`config.mk`:
```
export PLATFORM = sky130hd
export DESIGN_NAME = wb_adder_slave
export DESIGN_NICKNAME = d
export VERILOG_FILES = /design/src/rtl/wb_adder_slave.sv
export SDC_FILE = /design/constraint.sdc
export NUM_CORES = 1
export LEC_CHECK = 0
export CORE_MARGIN = 5
export CORE_UTILIZATION = 45
export CTS_BUF_LIST = sky130_fd_sc_hd__clkbuf_4
export DETAILED_ROUTE_END_ITERATION = 7
export PLACE_DENSITY = 0.81
export SLEW_MARGIN = 0
export SYNTH_ARGS = -nofsm -noshare
export SYNTH_HDL_FRONTEND = slang
export SYNTH_SLANG_ARGS = --single-unit
```
`constraint.sdc`:
```
create_clock -name wb_clk_i -period 6.3 [get_ports wb_clk_i]
set_clock_uncertainty 0.05 [all_clocks]
set_input_delay 1.89 -clock wb_clk_i [delete_from_list [all_inputs] [get_ports wb_clk_i]]
set_output_delay 1.89 -clock wb_clk_i [all_outputs]
set_load 0.005 [all_outputs]
```
`src/rtl/wb_adder_slave.sv`:
```
// Wishbone classic slave holding adder operands A/B, a registered 9-bit sum,
// a done flag and an update counter. Optional done interrupt under `ADDER_IRQ_EN.
module wb_adder_slave #(
    parameter logic [31:0] BASE_ADDR = 32'h3000_0000
) (
    input  logic        wb_clk_i,
    input  logic        wb_rst_i,
    input  logic        wbs_cyc_i,
    input  logic        wbs_stb_i,
    input  logic        wbs_we_i,
    input  logic [3:0]  wbs_sel_i,
    input  logic [31:0] wbs_adr_i,
    input  logic [31:0] wbs_dat_i,
    output logic        wbs_ack_o,
    output logic [31:0] wbs_dat_o,
    output logic [8:0]  io_out,
    output logic [8:0]  io_oeb,
    output logic        irq
);

    typedef enum logic {IDLE, UPDATE} state_t;

    state_t      state_q, state_d;
    logic        ack_q, ack_d;
    logic        served_q, served_d;
    logic [31:0] dat_q, dat_d;
    logic [7:0]  a_q, a_d;
    logic [7:0]  b_q, b_d;
    logic [8:0]  sum_q, sum_d;
    logic [15:0] count_q, count_d;
    logic        done_q, done_d;

    logic        hit;
    logic        req;
    logic        wr;
    logic        ctrl_wr;
    logic        ab_wr;
    logic [1:0]  off;
    logic [31:0] rdata;
    logic        irq_en_rd;
    logic        unused_bits;

    assign hit     = (wbs_adr_i[31:4] == BASE_ADDR[31:4]);
    assign off     = wbs_adr_i[3:2];
    // A strobe held past its ack is served only once; the master must drop it first.
    assign req     = wbs_cyc_i & wbs_stb_i & hit & ~ack_q & ~served_q;
    assign wr      = req & wbs_we_i & wbs_sel_i[0];
    assign ctrl_wr = wr & (off == 2'd3);
    assign ab_wr   = wr & ((off == 2'd0) | (off == 2'd1));

    assign unused_bits = ^{wbs_sel_i[3:1], wbs_dat_i[31:8], wbs_adr_i[1:0]};

    always_comb begin
        rdata = 32'h0;
        case (off)
            2'd0: rdata = {24'h0, a_q};
            2'd1: rdata = {24'h0, b_q};
            2'd2: rdata = {23'h0, sum_q};
            2'd3: rdata = {count_q, 13'h0, irq_en_rd, 1'b0, done_q};
            default: rdata = 32'h0;
        endcase
    end

    always_comb begin
        state_d  = state_q;
        ack_d    = req;
        served_d = wbs_cyc_i & wbs_stb_i & (served_q | req);
        dat_d    = (req & ~wbs_we_i) ? rdata : 32'h0;
        a_d      = a_q;
        b_d      = b_q;
        sum_d    = sum_q;
        count_d  = count_q;
        done_d   = done_q;

        if (wr && off == 2'd0) a_d = wbs_dat_i[7:0];
        if (wr && off == 2'd1) b_d = wbs_dat_i[7:0];
        if (ctrl_wr) begin
            if (wbs_dat_i[0]) done_d  = 1'b0;
            if (wbs_dat_i[1]) count_d = 16'h0;
        end

        // Update edge overrides a coincident CTRL clear (set and increment win).
        if (state_q == UPDATE) begin
            sum_d   = {1'b0, a_q} + {1'b0, b_q};
            done_d  = 1'b1;
            count_d = count_q + 16'd1;
        end

        state_d = ab_wr ? UPDATE : IDLE;
    end

    always_ff @(posedge wb_clk_i or posedge wb_rst_i) begin
        if (wb_rst_i) begin
            state_q  <= IDLE;
            ack_q    <= 1'b0;
            served_q <= 1'b0;
            dat_q    <= 32'h0;
            a_q      <= 8'h0;
            b_q      <= 8'h0;
            sum_q    <= 9'h0;
            count_q  <= 16'h0;
            done_q   <= 1'b0;
        end else begin
            state_q  <= state_d;
            ack_q    <= ack_d;
            served_q <= served_d;
            dat_q    <= dat_d;
            a_q      <= a_d;
            b_q      <= b_d;
            sum_q    <= sum_d;
            count_q  <= count_d;
            done_q   <= done_d;
        end
    end

`ifdef ADDER_IRQ_EN
    logic irq_en_q, irq_en_d;
    logic irq_q, irq_d;

    always_comb begin
        irq_en_d = irq_en_q;
        if (ctrl_wr) irq_en_d = wbs_dat_i[2];
        irq_d = done_q & irq_en_q;
    end

    always_ff @(posedge wb_clk_i or posedge wb_rst_i) begin
        if (wb_rst_i) begin
            irq_en_q <= 1'b0;
            irq_q    <= 1'b0;
        end else begin
            irq_en_q <= irq_en_d;
            irq_q    <= irq_d;
        end
    end

    assign irq_en_rd = irq_en_q;
    assign irq       = irq_q;
`else
    assign irq_en_rd = 1'b0;
    assign irq       = 1'b0;
`endif

    assign wbs_ack_o = ack_q;
    assign wbs_dat_o = dat_q;
    assign io_out    = sum_q;
    assign io_oeb    = 9'h0;

endmodule

```
==> results.txt, run 1 <==
Initial Util -> 46.7%
HPWL Detailed -> 5600 microns
Clock latency on the worst-skew pair -> 0.40 ns
Die Span X -> 97.0 microns
N_diodes -> 0
Post-CTS Resized -> 0
Via/cell ratio -> 5.20
Final period utilization -> 60.2%
Final TNS setup -> 0 ns
# Post-CTS Setup Buffers -> 0
Worst vdd ir -> 0.0783 mV
Crit path max-delay family -> simple AND/OR/NAND/NOR gates
Layout cells sized above 1 -> 12.4%
Top-count cell post-synth -> dfrtp_1
Total grt overflow -> 0
Via count -> 2490
Clock network fraction of design power -> 36.1%
Largest net degree at the start of global routing -> 39
CTS root buf -> clkbuf_4
Int Pwr -> 609 uW
Prevailing post-synth register cell -> dfrtp_1
Switching share of total power -> 21.7%
Filler cell count -> 610
HP Class -> flop to flop
Yosys top cell by area -> dfrtp_1
Ports -> 125
Final Max Tran Viols -> 0
Crit. End Element -> flop
P&R area growth vs syn -> 27.6%
Antenna viol nets, final -> 0
CTS sink count -> 70
Power per cell area -> 179 nW/um^2
Synthesized area per cell -> 11.5 sq um
Register area -> 1750 sq um
1st-iter DRT viols -> 117
CP arrival -> 4.04 ns
GR Util All Layers -> 16.1%
CTS H-tree depth -> 3
Unrepaired setup endpoints after global routing -> false
Initial antenna violation count -> 0
Synth warnings -> 0
Synth top area cells -> dfrtp_1, mux2_2, buf_4, a22o_1, ha_1
Crit-path slowest cell -> clkdlybuf4s50_1
CTS tree -> done
Post-synth top cells -> dfrtp_1, nor2_1, mux2_2
Switch Pwr -> 168 uW
Leakage -> 0.00199 uW
Status -> finished clean
Max_slew headroom -> 40.0%
NumNets Final -> 458
CP required -> 6.54 ns
Share of the yosys chip area belonging to registers -> 51.4%
Die height -> 97.0 microns
Critical path startpoint category -> input pin
R2R Setup Slk -> 4.11 ns
Worst-Margin Slew -> 0.901 ns
Clk buf depth -> 2
Netlist cell types -> 48
Final Hold Viols -> 0
Fmax -> 264 MHz
CTS Buf Count -> 9
Post-Syn Instances -> 297
Area of the multi-input gates -> 1520 sq um
Crit-path max FO -> 16
Async SR Flop Fraction -> 100%
First-pass GRT wire length -> 12400 microns
Std cell rows -> 31
Number of synthesized flops with an enable pin -> 0
Worst stage delay on the critical path -> 0.41 ns
Core region area -> 7290 sq um
Residual DRC count -> 0
Synth Register Bits -> 70
Clock period minus worst slack -> 3.79 ns
Buf/Inv on CP -> 1
Class of the most critical setup path -> input pin to flop
Post-DR wirelength/cell -> 15.4 microns
Netlist Area Pre-Place -> 3410 sq um
WL final -> 7370 microns
Post-CTS Hold Buffers -> 0
I/O Buffers -> 78
Final Cell Area -> 4340 sq um
Sequential share of power -> 57.7%
Placed inst area -> 4210 sq um
Combinational Power Share -> 6.2%
Setup violations, final -> 0
Die ar. -> 9410 sq um
GP Congestion -> 0.859
Clock slew at reported path FFs -> 0.11 ns
Yosys top cell area share -> 51.4%
Critical path, cell by cell -> clkdlybuf4s50_1, nor4_1, nand4_1, nor3_4, a31oi_2, mux2_2
First-pass DRT Iterations -> 5
Max cap viols -> 0
Vias in the first global route -> 2550
==> final cells by class <==
type / count / area share [%]
multi-input combinational: 210 / 35.1
sequential: 70 / 40.3
tap: 99 / 2.85
timing repair buffer: 79 / 18.1
inverter: 5 / 0.432
clock inverter: 4 / 1.09
clock buffer: 12 / 2.07
==> layout by cell type, fill, tap and decap left out, types with 2 or more instances in the layout <==
cell type,n
a21oi_1,8
o2bb2ai_1,3
nand3_1,6
xnor2_1,11
a211oi_1,3
mux2i_1,7
mux2_2,21
nand2b_1,2
nor2b_1,4
nand4_1,4
a21o_1,2
o21ai_0,8
dfrtp_1,70
inv_1,3
xor2_1,6
nor2_1,27
o21bai_1,2
a22o_1,14
nor3_1,4
o21a_1,2
conb_1,17
nor4_1,5
clkdlybuf4s50_1,78
clkinv_2,2
clkbuf_4,12
and4_1,2
nand2_1,9
and2_1,17
ha_1,9
==> worst reg2reg max path, delay by kind of cell, from the launching register on <==
| family | cells | cell delay [ns] |
|---|---|---|
| compound gates | 1 | 0.39 |
| mux | 1 | 0.38 |
| simple gates | 3 | 0.87 |
| flops | 1 | 0.40 |
==> cells by family after synthesis <==
kind of cell	synth area share, %
AO/OA/AOI/OAI	10.3
XOR/XNOR	4.37
adder cells (fa/ha/maj)	3.89
buffers and inverters	5.58
flip-flops	51.4
multiplexers	9.66
other	0.110
AND/OR/NAND/NOR	14.6
==> path summary, 6_finish.rpt <==
path,start,to,cells after the start
worst max-delay path,wbs_adr_i[20],count_q[0],6
worst min-delay path,io_out[8],wbs_dat_o[8],2
worst max register to register,wbs_ack_o,count_q[0],5
worst min register to register,io_out[8],wbs_dat_o[8],2
max in group asynchronous,wb_rst_i,a_q[5],3
min in group asynchronous,wb_rst_i,wbs_dat_o[4],2
==> sequential cells by signal, indices dropped and copies added, names as in the netlist <==
signal	flops
a_q	8
b_q	8
count_q	16
done_q	1
io_out	9
served_q	1
state_q	1
wbs_ack_o	1
wbs_dat_o	25
==> per-layer routing <==
layer	share of wire [%]	routed length, microns	GRT usage, %	vias up
li1	-	-	-	1173
met1	43	3140	20.8	1210
met2	47	3470	25.0	92
met3	8.3	613	5.18	15
met4	2.0	148	6.70	0
met5	0	0	0	-
==> per-stage QoR <==
step | total power (uW) | hold WS [ns] | utilization, % | std cells | setup WS, ns
3_3_place_gp | 506 | 0.466 | 57.7 | 463 | 2.12
6_report | 778 | 0.481 | 59.6 | 479 | 2.51
2_1_floorplan | 481 | 0.447 | - | 313 | 2.59
3_5_place_dp | 507 | 0.466 | 57.7 | 463 | 2.07
5_1_grt | 814 | 0.501 | 59.6 | 479 | 2.31
4_1_cts | 787 | 0.490 | 59.6 | 479 | 2.50
==> power by group through the flow <==
stage | Sequential [uW] | Clock, uW | Combinational [uW]
detailed placement | 458 | 0 | 49.1
global route | 449 | 311 | 53.7
global placement | 458 | 0 | 47.9
floorplan | 458 | 0 | 23.6
finish | 449 | 280 | 48.3
CTS | 449 | 289 | 49.2
(Power assumes the default switching activity.)
==> run 2, diff against run 1 <==
==> constraint.sdc (replaced) <==
create_clock -name wb_clk_i -period 3.5 [get_ports wb_clk_i]
set_clock_uncertainty 0.05 [all_clocks]
set_input_delay 1.05 -clock wb_clk_i [delete_from_list [all_inputs] [get_ports wb_clk_i]]
set_output_delay 1.05 -clock wb_clk_i [all_outputs]
set_load 0.005 [all_outputs]
==> run 2 against run 1 <==
Effect of this change: cell area grew 0.81%; sequential power grew 80%; wire length grew 1.9%; total power grew 79%; first-iteration DRC count grew 11%; combinational power grew 86%.
==> results.txt, run 2 (synthesized netlist as in run 1, its figures left out) <==
Residual DRC count -> 0
Vias in the first global route -> 2562
GP Congestion -> 0.847
Post-CTS Resized -> 0
P&R area growth vs syn -> 28.6%
HPWL Detailed -> 5720 microns
Class of the most critical setup path -> input pin to flop
Unrepaired setup endpoints after global routing -> false
Clk buf depth -> 2
Max cap viols -> 0
First-pass GRT wire length -> 12900 microns
Die Span X -> 97.0 microns
First-pass DRT Iterations -> 4
Initial antenna violation count -> 0
Leakage -> 0.00202 uW
Layout cells sized above 1 -> 13.2%
Crit. End Element -> flop
Antenna viol nets, final -> 0
I/O Buffers -> 78
Final TNS setup -> 0 ns
CP required -> 3.75 ns
Total grt overflow -> 0
Worst-Margin Slew -> 0.745 ns
Std cell rows -> 31
Worst stage delay on the critical path -> 0.47 ns
Via count -> 2511
CTS H-tree depth -> 3
Crit-path slowest cell -> clkdlybuf4s50_1
Critical path, cell by cell -> clkdlybuf4s50_1, nor4bb_1, nand4_1, nor3_4, nand3_2, mux2_2
Power per cell area -> 318 nW/um^2
Post-CTS Hold Buffers -> 0
Final Hold Viols -> 0
Final Max Tran Viols -> 0
HP Class -> flop to flop
Clock latency on the worst-skew pair -> 0.41 ns
Post-DR wirelength/cell -> 15.5 microns
Die height -> 97.0 microns
N_diodes -> 0
1st-iter DRT viols -> 130
WL final -> 7510 microns
CTS tree -> done
Status -> finished clean
Initial Util -> 46.7%
Most frequent cells in the layout -> clkdlybuf4s50_1, dfrtp_1, nor2_1, mux2_2
Final period utilization -> 80.7%
Clock slew at reported path FFs -> 0.11 ns
Setup violations, final -> 0
Max reg flops -> 25
Via/cell ratio -> 5.18
Clock period minus worst slack -> 2.82 ns
Largest net degree at the start of global routing -> 38
Worst vdd ir -> 0.167 mV
GR Util All Layers -> 16.7%
CTS root buf -> clkbuf_4
Most common cell after layout, fill and taps aside -> clkdlybuf4s50_1
Core Util, Final -> 60.1%
Crit-path max FO -> 8
CP arrival -> 3.07 ns
# Post-CTS Setup Buffers -> 0
NumNets Final -> 464
Core region area -> 7290 sq um
Tot Pwr -> 1390 uW
Max_slew headroom -> 50.3%
Critical path startpoint category -> input pin
Ports -> 125
Die ar. -> 9410 sq um
CTS Buf Count -> 9
Fmax -> 354 MHz
CTS sink count -> 70
[run 2: changes by cell type in the layout (fill, tap and decap cells not counted), sizes merged]
cell / delta
clkinv: +3
clkinvlp: -1
buf: +6
clkbuf: -2
[run 2: metal layers]
metal  share of wire, %  GRT usage [%]  vias up
met5                  0              0        -
met1                 44           22.6     1206
met2                 46           25.5      115
met4                1.6           5.83        0
li1                   -              -     1179
met3                9.3           5.18       11
[run 2: worst max-delay path: cells and delay by family]
family        cells  cell delay [ns]
buf+inv           1             0.47
simple gates      4             1.17
mux               1             0.37
[run 2: path summary, 6_finish.rpt]
path | start | to | slack [ns] | depth (start not counted)
min | served_q | wbs_ack_o | 0.48 | 1
min in group asynchronous | wb_rst_i | wbs_dat_o[8] | 1.03 | 2
min reg2reg | served_q | wbs_ack_o | 0.48 | 1
max in group asynchronous | wb_rst_i | wbs_dat_o[22] | 1.65 | 3
max | wbs_stb_i | b_q[5] | 0.68 | 6
max reg2reg | wbs_ack_o | b_q[5] | 1.43 | 5
[run 2: area by class of cell]
type,count,area [sq um]
Tap cell,99,124
Sequential cell,70,1750
Fill cell,612,2910
Multi-Input combinational cell,210,1520
Clock inverter,6,52.6
Inverter,5,18.8
Clock buffer,10,75.1
Timing Repair Buffer,85,833
[run 2: report_power, final]
group	internal [uW]	total, uW	switching (uW)
Sequential	808	808	0.00000130
Combinational	50.5	89.6	39.1
Clock	218	494	276
[run 2: stage by stage]
step / setup WS (ns) / cells / hold WS [ns] / instance area [sq um]
after floorplan: 0.632 / 313 / 0.447 / 3470
after global placement: 0.259 / 469 / 0.462 / 4250
after detailed placement: 0.223 / 469 / 0.467 / 4250
after CTS: 0.672 / 485 / 0.485 / 4380
after global routing: 0.418 / 485 / 0.518 / 4380
final: 0.676 / 485 / 0.484 / 4380
